**src/rtl/pkg_temp.sv**
```systemverilog
// Shared types and default debounce depths for the temperature alarm path.
package pkg_temp;

    typedef enum logic [1:0] {
        NORMAL       = 2'd0,
        SOSPECHA     = 2'd1,
        ALARMA       = 2'd2,
        RECUPERACION = 2'd3
    } estado_alarma_t;

    localparam int N_ACTIVAR_DEF    = 3;
    localparam int N_DESACTIVAR_DEF = 4;

endpackage

```
**src/rtl/divisor_parpadeo.sv**
```systemverilog
// Blink divider: counts 0..DIV-1 while enabled and toggles a phase bit on wrap.
// fase_sig is the phase value the register takes at the next edge, so a
// downstream flop can register a function of it without an extra cycle of lag.
module divisor_parpadeo #(
    parameter int DIV = 25_000_000
) (
    input  logic clk,
    input  logic rst_n,
    input  logic enable,
    input  logic clear,
    output logic fase_sig
);

    localparam int W = (DIV > 1) ? $clog2(DIV) : 1;

    logic [W-1:0] cnt;
    logic [W-1:0] cnt_prox;
    logic         fase;

    // Next count and phase; clear has priority so every run starts in phase 0.
    always_comb begin
        cnt_prox = cnt;
        fase_sig = fase;
        if (clear) begin
            cnt_prox = '0;
            fase_sig = 1'b0;
        end else if (enable) begin
            if (cnt == W'(DIV - 1)) begin
                cnt_prox = '0;
                fase_sig = ~fase;
            end else begin
                cnt_prox = cnt + 1'b1;
            end
        end
    end

    // Counter and phase registers.
    always_ff @(posedge clk or negedge rst_n) begin
        if (!rst_n) begin
            cnt  <= '0;
            fase <= 1'b0;
        end else begin
            cnt  <= cnt_prox;
            fase <= fase_sig;
        end
    end

endmodule

```
**src/rtl/controlador_alarma.sv**
```systemverilog
// Debounced temperature alarm with acknowledge latch, blink indicator and
// saturating event counter.
//
//  state        | meaning
//  NORMAL       | in range, no alarm
//  SOSPECHA     | counting consecutive out-of-range samples
//  ALARMA       | alarm raised
//  RECUPERACION | alarm still raised, counting consecutive in-range samples
module controlador_alarma
    import pkg_temp::*;
#(
    parameter int N_ACTIVAR    = N_ACTIVAR_DEF,
    parameter int N_DESACTIVAR = N_DESACTIVAR_DEF,
    parameter int DIV_PARPADEO = 25_000_000,
    parameter int W_EVENTOS    = 8
) (
    input  logic                 clk,
    input  logic                 rst_n,
    input  logic                 muestra_valida,
    input  logic                 fuera_rango,
    input  logic                 reconocer,
    output logic                 alarma,
    output logic                 no_reconocida,
    output logic                 indicador,
    output logic [W_EVENTOS-1:0] cnt_eventos
);

    localparam int W_ACT = $clog2(N_ACTIVAR + 1);
    localparam int W_DES = $clog2(N_DESACTIVAR + 1);

    estado_alarma_t       estado, estado_prox;
    logic [W_ACT-1:0]     cnt_act, cnt_act_prox;
    logic [W_DES-1:0]     cnt_des, cnt_des_prox;
    logic                 ack, ack_prox;
    logic                 alarma_prox;
    logic                 no_reconocida_prox;
    logic                 indicador_prox;
    logic [W_EVENTOS-1:0] cnt_eventos_prox;
    logic                 corre;
    logic                 fase_sig;

    assign corre = alarma & ~ack;

    divisor_parpadeo #(
        .DIV (DIV_PARPADEO)
    ) u_divisor (
        .clk      (clk),
        .rst_n    (rst_n),
        .enable   (corre),
        .clear    (~corre),
        .fase_sig (fase_sig)
    );

    // Next state, debounce counters, ack latch, event counter and output values.
    always_comb begin
        estado_prox  = estado;
        cnt_act_prox = cnt_act;
        cnt_des_prox = cnt_des;

        if (muestra_valida) begin
            case (estado)
                NORMAL: begin
                    if (fuera_rango) begin
                        if (N_ACTIVAR == 1) begin
                            estado_prox  = ALARMA;
                            cnt_act_prox = '0;
                        end else begin
                            estado_prox  = SOSPECHA;
                            cnt_act_prox = W_ACT'(1);
                        end
                    end
                end
                SOSPECHA: begin
                    if (fuera_rango) begin
                        if (cnt_act == W_ACT'(N_ACTIVAR - 1)) begin
                            estado_prox  = ALARMA;
                            cnt_act_prox = '0;
                        end else begin
                            cnt_act_prox = cnt_act + 1'b1;
                        end
                    end else begin
                        estado_prox  = NORMAL;
                        cnt_act_prox = '0;
                    end
                end
                ALARMA: begin
                    if (!fuera_rango) begin
                        if (N_DESACTIVAR == 1) begin
                            estado_prox  = NORMAL;
                            cnt_des_prox = '0;
                        end else begin
                            estado_prox  = RECUPERACION;
                            cnt_des_prox = W_DES'(1);
                        end
                    end
                end
                RECUPERACION: begin
                    if (!fuera_rango) begin
                        if (cnt_des == W_DES'(N_DESACTIVAR - 1)) begin
                            estado_prox  = NORMAL;
                            cnt_des_prox = '0;
                        end else begin
                            cnt_des_prox = cnt_des + 1'b1;
                        end
                    end else begin
                        // Relapse during recovery: same episode, not a new event.
                        estado_prox  = ALARMA;
                        cnt_des_prox = '0;
                    end
                end
                default: begin
                    estado_prox  = NORMAL;
                    cnt_act_prox = '0;
                    cnt_des_prox = '0;
                end
            endcase
        end

        alarma_prox = (estado_prox == ALARMA) || (estado_prox == RECUPERACION);

        // Acknowledge only counts against the registered alarm; leaving to NORMAL wins.
        ack_prox = ack;
        if ((estado_prox == NORMAL) && (estado != NORMAL)) begin
            ack_prox = 1'b0;
        end else if (reconocer && alarma) begin
            ack_prox = 1'b1;
        end

        cnt_eventos_prox = cnt_eventos;
        if ((estado_prox == ALARMA) && ((estado == NORMAL) || (estado == SOSPECHA))
            && (cnt_eventos != '1)) begin
            cnt_eventos_prox = cnt_eventos + 1'b1;
        end

        no_reconocida_prox = alarma_prox & ~ack_prox;
        indicador_prox     = alarma_prox & (ack_prox | ~fase_sig);
    end

    // State register and output flops.
    always_ff @(posedge clk or negedge rst_n) begin
        if (!rst_n) begin
            estado        <= NORMAL;
            cnt_act       <= '0;
            cnt_des       <= '0;
            ack           <= 1'b0;
            alarma        <= 1'b0;
            no_reconocida <= 1'b0;
            indicador     <= 1'b0;
            cnt_eventos   <= '0;
        end else begin
            estado        <= estado_prox;
            cnt_act       <= cnt_act_prox;
            cnt_des       <= cnt_des_prox;
            ack           <= ack_prox;
            alarma        <= alarma_prox;
            no_reconocida <= no_reconocida_prox;
            indicador     <= indicador_prox;
            cnt_eventos   <= cnt_eventos_prox;
        end
    end

endmodule

```
**config.mk**
```make
export PLATFORM = sky130hd
export DESIGN_NAME = controlador_alarma
export DESIGN_NICKNAME = d
export VERILOG_FILES = /design/src/rtl/pkg_temp.sv /design/src/rtl/divisor_parpadeo.sv /design/src/rtl/controlador_alarma.sv
export SDC_FILE = /design/constraint.sdc
export NUM_CORES = 1
export LEC_CHECK = 0
export BUFFER_PORTS_ARGS = -buffer_cell sky130_fd_sc_hd__buf_2
export CORE_MARGIN = 2
export CORE_UTILIZATION = 40
export DETAILED_ROUTE_END_ITERATION = 16
export GPL_ROUTABILITY_DRIVEN = 0
export PLACE_DENSITY = 0.63
export SYNTH_ARGS = -nofsm -noshare
export SYNTH_HDL_FRONTEND = slang
export SYNTH_SLANG_ARGS = --single-unit
```
**constraint.sdc**
```tcl
create_clock -name clk -period 2.2 [get_ports clk]
set_input_delay 0.66 -clock clk [delete_from_list [all_inputs] [get_ports clk]]
set_output_delay 0.66 -clock clk [all_outputs]
set_load 0.05 [all_outputs]
```
==> flow_summary.json <==
{
  "yosysUniqueCellTypes": 38,
  "die_area_sq_um": 6036,
  "ir_drop_uv": 319.3,
  "syn-cell-area_sq_um": 2172,
  "ys_seq_area_share_pct": 51.84,
  "max-slew-margin-rel_pct": 66.61,
  "r2r_start": "u_divisor.cnt[8]",
  "cts_setup_buffers": 0,
  "reg2reg_depth": 5,
  "leakage_nw": 1.083,
  "muxShareOfSynthArea_pct": 0.5184,
  "drv_slew": 0,
  "hold_buffers": 0,
  "cts_root_buf": "clkbuf_8",
  "hold_viol_final": 0,
  "worstMarginPinSlew_ns": 0.4970,
  "min_period_over_period_pct": 82.55,
  "synthTopCellsByArea": "dfrtp_1 (52%), xor2_1 (8.1%), nor2_1 (5.7%)",
  "cts_tree": "done",
  "drt.antenna.violating_nets": 0,
  "async_flop_share_pct": 100.0,
  "portBuffers": 15,
  "yosys.area.top_type": "dfrtp_1",
  "syn_to_final_growth_pct": 11.18,
  "avgRoutedWirePerCell_um": 13.11,
  "fillers": 487,
  "grt_pass1_wl_um": 6789,
  "synth_top_family_by_area": "simple AND/OR/NAND/NOR gates",
  "rsz0062_at_grt": "false",
  "clkTransAtPathRegs_ns": 0.08,
  "wl_met3_um": 120,
  "core_area_sq_um": 5172,
  "die_h_um": 77.69,
  "whs_ns": 0.2988,
  "synth_commonest_cells": "dfrtp_1 (45), nor2_1 (33), xor2_1 (20)",
  "grt_overflow_total": 0,
  "yosysWarnings": 0,
  "antenna_found_initial": 0,
  "m1WireLength_um": 1978,
  "critical_path.startpoint": "u_divisor.cnt[8]",
  "crit_end": "u_divisor.cnt[2]",
  "dr.max_layer_used": "met4",
  "grt_max_degree": 26,
  "grt.total_usage_pct": 14.30,
  "maxCapViolations": 0,
  "yosys_register_bits": 45,
  "hpwl_um": 2720,
  "cp-end-kind": "register",
  "clock_latency_ns": 0.30,
  "synth_area_per_cell_sq_um": 10.60,
  "synth_cells": 205,
  "synth_edf_count": 0,
  "ys.flop_type": "dfrtp_1",
  "drtIter0Drc": 84,
  "grt_pass1_vias": 1440,
  "ios": 16,
  "htreeDepth": 2,
  "met2_length_um": 1727,
  "cts_sinks": 45,
  "numCtsBuffers": 5,
  "final-seq-area_sq_um": 1126,
  "fmax_mhz": 550.6,
  "hp-class": "in -> async",
  "clockBufferDepth": 2,
  "nNetsFinal": 233,
  "die_x_um": 77.69,
  "viasPerCell": 4.990,
  "yosys.area.top_type_share_pct": 51.84,
  "reg2reg_to": "u_divisor.cnt[2]",
  "ctsResizeCount": 0,
  "drc": 0,
  "crit_type": "reg -> reg",
  "arrival_ns": 2.00,
  "setup_viol": 0,
  "synthMostInstantiatedCell": "dfrtp_1",
  "vias": 1477,
  "final_util_pct": 46.69,
  "r2r_slack_ns": 0.38,
  "layout-drive-gt1-share_pct": 15.04,
  "std_cell_rows": 26,
  "synth_fa_ha_area_share_pct": 1.728,
  "syn_nets": 213,
  "synth_xor_area_share_pct": 12.90,
  "synthSimpleGateAreaFrac_pct": 23.50,
  "period_minus_slack_ns": 1.816,
  "cp-start-kind": "register",
  "multiInputGateArea_sq_um": 974.7,
  "fin_setup_tns_ns": 0,
  "worst_ep_required_time_ns": 2.39,
  "status": "complete, no violations",
  "power.density_nw_per_um2": 637.5,
  "num_antenna_cells": 0,
  "totalWireLength_um": 3881,
  "synth_compound_area_share_pct": 6.221,
  "skew_ns": 0.007034,
  "firstDrtPassIters": 4,
  "start_util_pct": 41.99,
  "critPathMaxFanout": 25
}
## placed cells by master, fill, tap and decap left out, types with 2 or more instances in the layout
master	n
a21o_1	2
a21oi_1	5
a31oi_1	2
and2_1	2
and3_1	5
buf_2	15
buf_4	3
clkbuf_8	5
clkinv_2	2
dfrtp_1	45
ha_1	3
inv_1	6
nand2_1	12
nand3_1	13
nand4_1	12
nand4b_1	2
nor2_1	33
nor3_1	3
nor4_4	2
o21ai_0	3
o31a_1	2
xnor2_1	12
xor2_1	20
## per-stage QoR
step,cell area (sq um),total power [mW],instances,worst slack (ns)
floorplan,2172,1.019,205,0.1330
global placement,2328,1.069,288,0.3218
detailed placement,2328,1.071,288,0.3283
CTS,2415,1.565,296,0.3781
global route,2415,1.627,296,0.2145
finish,2415,1.539,296,0.3839
## state kept, by name (all words and copies together) (netlist names)
name and count:
estado 2, ack 1, cnt_eventos 8, cnt_act 2
alarma 1, no_reconocida 1, u_divisor.fase 1, u_divisor.cnt 25
cnt_des 3, indicador 1
## worst min path at each step
| stage | start | to | slack, ns | cells past startpoint |
|---|---|---|---|---|
| 6_report | rst_n | cnt_eventos[6] | 0.30 | 1 |
| 5_1_grt | rst_n | cnt_eventos[6] | 0.32 | 1 |
| 4_1_cts | rst_n | cnt_eventos[6] | 0.31 | 1 |
| 3_5_place_dp | cnt_eventos[7] | cnt_eventos[7] | 0.48 | 1 |
| 3_3_place_gp | u_divisor.cnt[0] | u_divisor.cnt[0] | 0.47 | 1 |
| 2_1_floorplan | rst_n | ack | 0.36 | 0 |
## report_power, final
group / leakage [nW] / switching (mW) / internal, mW
logic: 0.421 / 0.103 / 0.0521
clock network: 0.0439 / 0.268 / 0.219
registers: 0.618 / 0.0340 / 0.864
## worst max-delay path: stages, from the launching register on
cell and delay (ns):
dfrtp_1 0.43, or4_4 0.56, nor4b_4 0.29, or2_1 0.18, buf_12 0.17, nor2_1 0.07
## routing by layer
| metal | track usage [%] | vias to the layer above |
|---|---|---|
| li1 | - | 753 |
| met1 | 19.58 | 699 |
| met2 | 21.64 | 18 |
| met3 | 4.070 | 7 |
| met4 | 5.179 | 0 |
| met5 | 0 | - |
## kinds of logic (layout without fill, tap and decap cells)
group | after synthesis | count (layout)
AO/OA/AOI/OAI | 19 | 19
XOR/XNOR | 32 | 32
adder cells (fa/ha/maj) | 3 | 3
buffers and inverters | 12 | 33
flip-flops | 45 | 45
multiplexers | 1 | 1
AND/OR/NAND/NOR | 93 | 93
## final cells by class
cell class                      count  area share (%)
Multi-Input combinational cell    148           40.36
Timing Repair Buffer               19           4.870
Sequential cell                    45           46.63
Tap cell                           70           3.627
Inverter                            6          0.9326
Clock buffer                        5           2.850
Clock inverter                      3          0.7254
Power figures use the tool's default switching activity.
